**src/rtl/irq_pending_ctrl_pkg.sv**
```systemverilog
// Shared types and constants for the interrupt pending controller.
// State encodings, source indices and a one-hot helper.
package irq_pending_ctrl_pkg;

  localparam int NSRC = 4;

  typedef enum logic [1:0] {
    ST_IDLE    = 2'd0,
    ST_ARMED   = 2'd1,
    ST_SERVICE = 2'd2
  } state_t;

  localparam logic [1:0] SRC_A = 2'd0;
  localparam logic [1:0] SRC_B = 2'd1;
  localparam logic [1:0] SRC_C = 2'd2;
  localparam logic [1:0] SRC_D = 2'd3;

  function automatic logic [NSRC-1:0] src_onehot(input logic [1:0] id);
    src_onehot     = '0;
    src_onehot[id] = 1'b1;
  endfunction

endpackage

```
**src/rtl/irq_pending_ctrl_prio.sv**
```systemverilog
// Combinational 4->2 highest-index priority encoder (D > C > B > A).
// Must match the downstream selector's encoder exactly.
module irq_prio_enc4
  import irq_pending_ctrl_pkg::*;
(
  input  logic [NSRC-1:0] vec,
  output logic [1:0]      idx,
  output logic            valid
);

  always_comb begin
    idx   = SRC_A;
    valid = |vec;
    if (vec[SRC_D])      idx = SRC_D;
    else if (vec[SRC_C]) idx = SRC_C;
    else if (vec[SRC_B]) idx = SRC_B;
  end

endmodule

```
**src/rtl/irq_pending_ctrl.sv**
```systemverilog
// Pending-flag capture, enable masking and ack/eoi handshake in front of
// the 4-source interrupt selector.
module irq_pending_ctrl
  import irq_pending_ctrl_pkg::*;
#(
  parameter logic [NSRC-1:0] EDGE_MODE = 4'b1111,
  parameter logic [NSRC-1:0] RESET_IE  = 4'b0000
) (
  input  logic            clock,
  input  logic            reset_n,
  input  logic [NSRC-1:0] req,
  input  logic            ie_wr,
  input  logic [NSRC-1:0] ie_in,
  input  logic            gen_wr,
  input  logic            gen_in,
  input  logic            ack,
  input  logic            eoi,
  output logic            sa,
  output logic            sb,
  output logic            sc,
  output logic            sd,
  output logic            m,
  output logic            irq,
  output logic [1:0]      active_id,
  output logic            in_service,
  output logic [NSRC-1:0] pending
);

  logic [NSRC-1:0] pending_reg;
  logic [NSRC-1:0] prev_req_reg;
  logic [NSRC-1:0] ie_reg;
  logic            gen_reg;
  state_t          state_reg;
  logic [1:0]      active_id_reg;
  logic            irq_reg;
  logic            m_reg;
  logic            in_service_reg;

  logic [NSRC-1:0] masked;
  logic [NSRC-1:0] rise;
  logic [NSRC-1:0] clr;
  logic [NSRC-1:0] pending_next;
  logic [NSRC-1:0] sel;
  logic [1:0]      enc_idx;
  logic            enc_valid;
  logic            take_ack;

  assign masked = pending_reg & ie_reg;
  assign rise   = req & ~prev_req_reg;

  irq_prio_enc4 u_enc (
    .vec   (masked),
    .idx   (enc_idx),
    .valid (enc_valid)
  );

  // An ack only counts when the FSM actually moves ARMED -> SERVICE.
  assign take_ack = (state_reg == ST_ARMED) && gen_reg && enc_valid && ack;
  assign clr      = take_ack ? src_onehot(enc_idx) : '0;

  // Edge sources: a new rising edge beats a same-cycle clear.
  genvar gi;
  generate
    for (gi = 0; gi < NSRC; gi++) begin : g_pend
      assign pending_next[gi] = EDGE_MODE[gi]
                                ? (rise[gi] | (pending_reg[gi] & ~clr[gi]))
                                : req[gi];
    end
  endgenerate

  always_ff @(posedge clock or negedge reset_n) begin
    if (!reset_n) begin
      pending_reg  <= '0;
      prev_req_reg <= '0;
      ie_reg       <= RESET_IE;
      gen_reg      <= 1'b0;
    end else begin
      pending_reg  <= pending_next;
      prev_req_reg <= req;
      if (ie_wr)  ie_reg  <= ie_in;
      if (gen_wr) gen_reg <= gen_in;
    end
  end

  always_ff @(posedge clock or negedge reset_n) begin
    if (!reset_n) begin
      state_reg      <= ST_IDLE;
      active_id_reg  <= SRC_A;
      irq_reg        <= 1'b0;
      m_reg          <= 1'b0;
      in_service_reg <= 1'b0;
    end else begin
      case (state_reg)
        ST_IDLE: begin
          if (gen_reg && enc_valid) begin
            state_reg <= ST_ARMED;
            irq_reg   <= 1'b1;
            m_reg     <= 1'b1;
          end
        end
        ST_ARMED: begin
          if (!gen_reg || !enc_valid) begin
            state_reg <= ST_IDLE;
            irq_reg   <= 1'b0;
            m_reg     <= 1'b0;
          end else if (ack) begin
            state_reg      <= ST_SERVICE;
            irq_reg        <= 1'b0;
            in_service_reg <= 1'b1;
            active_id_reg  <= enc_idx;
          end
        end
        ST_SERVICE: begin
          if (eoi) begin
            state_reg      <= ST_IDLE;
            m_reg          <= 1'b0;
            in_service_reg <= 1'b0;
          end
        end
        default: begin
          state_reg      <= ST_IDLE;
          irq_reg        <= 1'b0;
          m_reg          <= 1'b0;
          in_service_reg <= 1'b0;
        end
      endcase
    end
  end

  // While servicing, the selector keeps seeing only the serviced source.
  assign sel = in_service_reg ? src_onehot(active_id_reg) : masked;

  assign sa         = sel[SRC_A];
  assign sb         = sel[SRC_B];
  assign sc         = sel[SRC_C];
  assign sd         = sel[SRC_D];
  assign m          = m_reg;
  assign irq        = irq_reg;
  assign active_id  = active_id_reg;
  assign in_service = in_service_reg;
  assign pending    = pending_reg;

endmodule

```
**config.mk**
```make
export PLATFORM = sky130hd
export DESIGN_NAME = irq_pending_ctrl
export DESIGN_NICKNAME = d
export VERILOG_FILES = /design/src/rtl/irq_pending_ctrl_pkg.sv /design/src/rtl/irq_pending_ctrl_prio.sv /design/src/rtl/irq_pending_ctrl.sv
export SDC_FILE = /design/constraint.sdc
export NUM_CORES = 1
export LEC_CHECK = 0
export BUFFER_PORTS_ARGS = -buffer_cell sky130_fd_sc_hd__buf_2
export CAP_MARGIN = 10
export CELL_PAD_IN_SITES_DETAIL_PLACEMENT = 0
export CELL_PAD_IN_SITES_GLOBAL_PLACEMENT = 1
export CORE_UTILIZATION = 37
export DETAILED_ROUTE_END_ITERATION = 12
export PLACE_DENSITY_LB_ADDON = 0.1
export SLEW_MARGIN = 20
export SYNTH_ARGS = -nofsm -noshare
export SYNTH_HDL_FRONTEND = slang
export SYNTH_HIERARCHICAL = 1
export SYNTH_SLANG_ARGS = --single-unit
export TNS_END_PERCENT = 1
```
**constraint.sdc**
```tcl
create_clock -name clock -period 2.5 [get_ports clock]
set_clock_uncertainty 0.1 [all_clocks]
set_input_delay 0.25 -clock clock [delete_from_list [all_inputs] [get_ports clock]]
set_output_delay 0.25 -clock clock [all_outputs]
set_load 0.01 [all_outputs]
```
==> summary.txt <==
Timing
  • Setup TNS: 0 ps
  • Fmax: 503 MHz
  • Crit share post-route: 0.795
  • Final min period: 1990 ps
  • Final slew viol count: 0
  • Slew Limit Headroom: 0.710
  • Final setup viols: 0
  • Fin. Hold Viols: 0
  • RSZ-0062 raised after global routing: false
  • Worst-margin pin slew: 435 ps

Worst setup path
  • CP startpoint kind: flop
  • Critical path's largest stage delay: 420 ps
  • Critical path arrival: 2070 ps
  • CP Data Required Time: 2590 ps
  • CP endpoint kind: flop
  • Crit path max fanout: 5
  • Setup Crit Path Kind: reg2reg
  • Worst path cell trace: nand2_1 -> inv_1 -> or2_1 -> or3_1 -> nand4_2 -> nor2_4 -> mux2_4
  • Critical-path top delay cell: dfrtp_1

Place
  • Buffers on Ports: 27
  • Dpl hpwl: 1330 microns
  • Placer Congestion: 0.686

Global routing
  • GRT overflow: 0
  • GRT Util Overall: 0.153
  • Vias in the first global route: 666
  • Pin count of the biggest net entering global routing: 21
  • Initial antenna violation count: 0
  • First-pass GRT wire length: 2900 microns

Drt
  • WL met1: 761 microns
  • Met3 wire length: 67 microns
  • DRT iter0 DRCs: 6
  • WL final: 1680 microns
  • Post-route DRC violation count: 0
  • Vias per cell: 4.79
  • DR top layer: met4
  • DR WL/cell: 12.1 microns
  • Detail Route Antenna Nets: 0
  • Metal2 WL: 836 microns
  • First-pass iteration count of the detailed router: 4
  • Vias: 666

Finish
  • # nets final: 127
  • Area of the multi-input gates: 342 sq um
  • Area grow syn2layout: 29.6%
  • # fillers: 220
  • ANT cells: 0
  • Fraction of layout cells with a size suffix above 1: 0.405
  • Final design utilization: 0.518
  • Register area: 500 sq um

Clock network
  • Worst skew pair latency: 290 ps
  • Clk root buf: clkbuf_4
  • Setup bufs post-CTS: 0
  • CTS Buf Count: 3
  • Max H-tree Level: 1
  • CTS Buffer Depth: 2
  • CTS clk-pin slew, worst paths: 110 ps
  • CTS tree: yes
  • CTS sink cnt: 20
  • CTS resizes: 0
  • CTS Hold Buffers Added: 5

Synth
  • Top_reg_cell synth: dfrtp_1
  • Syn Area/Cell: 11.6 sq um
  • Synth cell types: 25
  • Mapped Nets: 92
  • Synth top cells by count: 20 x dfrtp_1, 11 x inv_1, 8 x o21ai_0
  • Synth async-reset ratio: 1.00
  • Post-Syn Area: 892 sq um
  • Yosys warns: 6
  • Synth area leader: dfrtp_1
  • EDFF count, synth: 0
  • Yosys top cell area share: 0.561
  • Seq/Total Area, Yosys: 0.561
  • Synth Instances: 77
  • Synth area leaders: dfrtp_1 56%, mux2_2 7.6%, inv_1 4.6%, o21ai_0 4.5%, o41ai_1 3.9%
  • Most frequent cell after synthesis: dfrtp_1
  • Synth Register Bits: 20

Floorplan
  • Core area: 0.00223 sq mm
  • Starting Density: 0.399
  • Die Wd: 51.1 microns
  • Site Rows: 17
  • Number of I/O pins: 28
  • Die height: 51.1 microns
  • Die Footprint: 0.00261 sq mm

Power
  • Pwr Density: 877 mW/mm^2
  • Static Leak: 0.570 nW
  • VDD IR max: 0.463 mV

Status
  • Status: finished, final reports clean

Hold path
  • HP Class: in2reg

Job
  • Number of max-cap violations: 0
area by class of cell:
type | instances | area share
clock buffers | 3 | 0.0195
clock inverters | 1 | 0.0260
inverters | 11 | 0.0357
multi-input cells | 44 | 0.295
flip-flops and latches | 20 | 0.433
well taps | 28 | 0.0303
repair buffers | 32 | 0.160
where the power goes:
group	leakage, nW	internal, mW	switching, mW
sequential	0.224	0.382	0.0753
combinational	0.318	0.161	0.139
clock	0.0279	0.162	0.0941
cells by family (layout without fill, tap and decap cells):
logic type	after synthesis	after routing	synth area share
flops	20	20	0.561
compound gates	19	19	0.144
simple gates	16	16	0.118
buf+inv	13	47	0.0561
mux	8	8	0.109
fa+ha+maj	1	1	0.0112
stage by stage:
step / worst slack [ps] / hold slack (ps) / instance area, sq um / std cells / total power, mW
final: 512 / 77.3 / 1160 / 139 / 1.01
after floorplan: 631 / -146 / 892 / 77 / 0.640
after global placement: 536 / 118 / 1050 / 130 / 0.764
after global routing: 394 / 57.9 / 1160 / 139 / 1.08
after CTS: 492 / 61.4 / 1160 / 139 / 1.03
after detailed placement: 516 / 123 / 1050 / 130 / 0.765
cell usage in the layout, fill, tap and decap left out, types with 2 or more instances in the layout:
cell type and n:
nand2_1 4, o21ai_0 8, buf_2 27, dfrtp_1 20, clkbuf_4 3, nor2_1 2
mux2_2 6, dlygate4sd3_1 5, o41ai_1 4, a21o_1 3, inv_1 11, mux2_4 2
nand3b_1 2
layer usage:
metal / global-route usage / vias up
met5: 0 / -
met4: 0.0417 / 0
met3: 0.0536 / 2
met2: 0.272 / 16
met1: 0.171 / 314
li1: - / 334
worst max-delay path, delay by kind of cell, from the launching register on:
kind | cells | cell delay (ps)
buf+inv | 1 | 60
flops | 1 | 420
mux | 1 | 300
simple gates | 5 | 1010
path summary, 6_finish.rpt:
path,startpoint,to,slack [ps],cells past startpoint
max,pending[3],active_id[1],510,7
min,ack,state_reg[0],80,2
max reg2reg,pending[3],active_id[1],510,7
min reg2reg,prev_req_reg[2],pending[2],330,1
max in group asynchronous,reset_n,in_service,1690,2
min in group asynchronous,reset_n,pending[3],310,2
No activity file was read; power rests on OpenSTA's default activity.
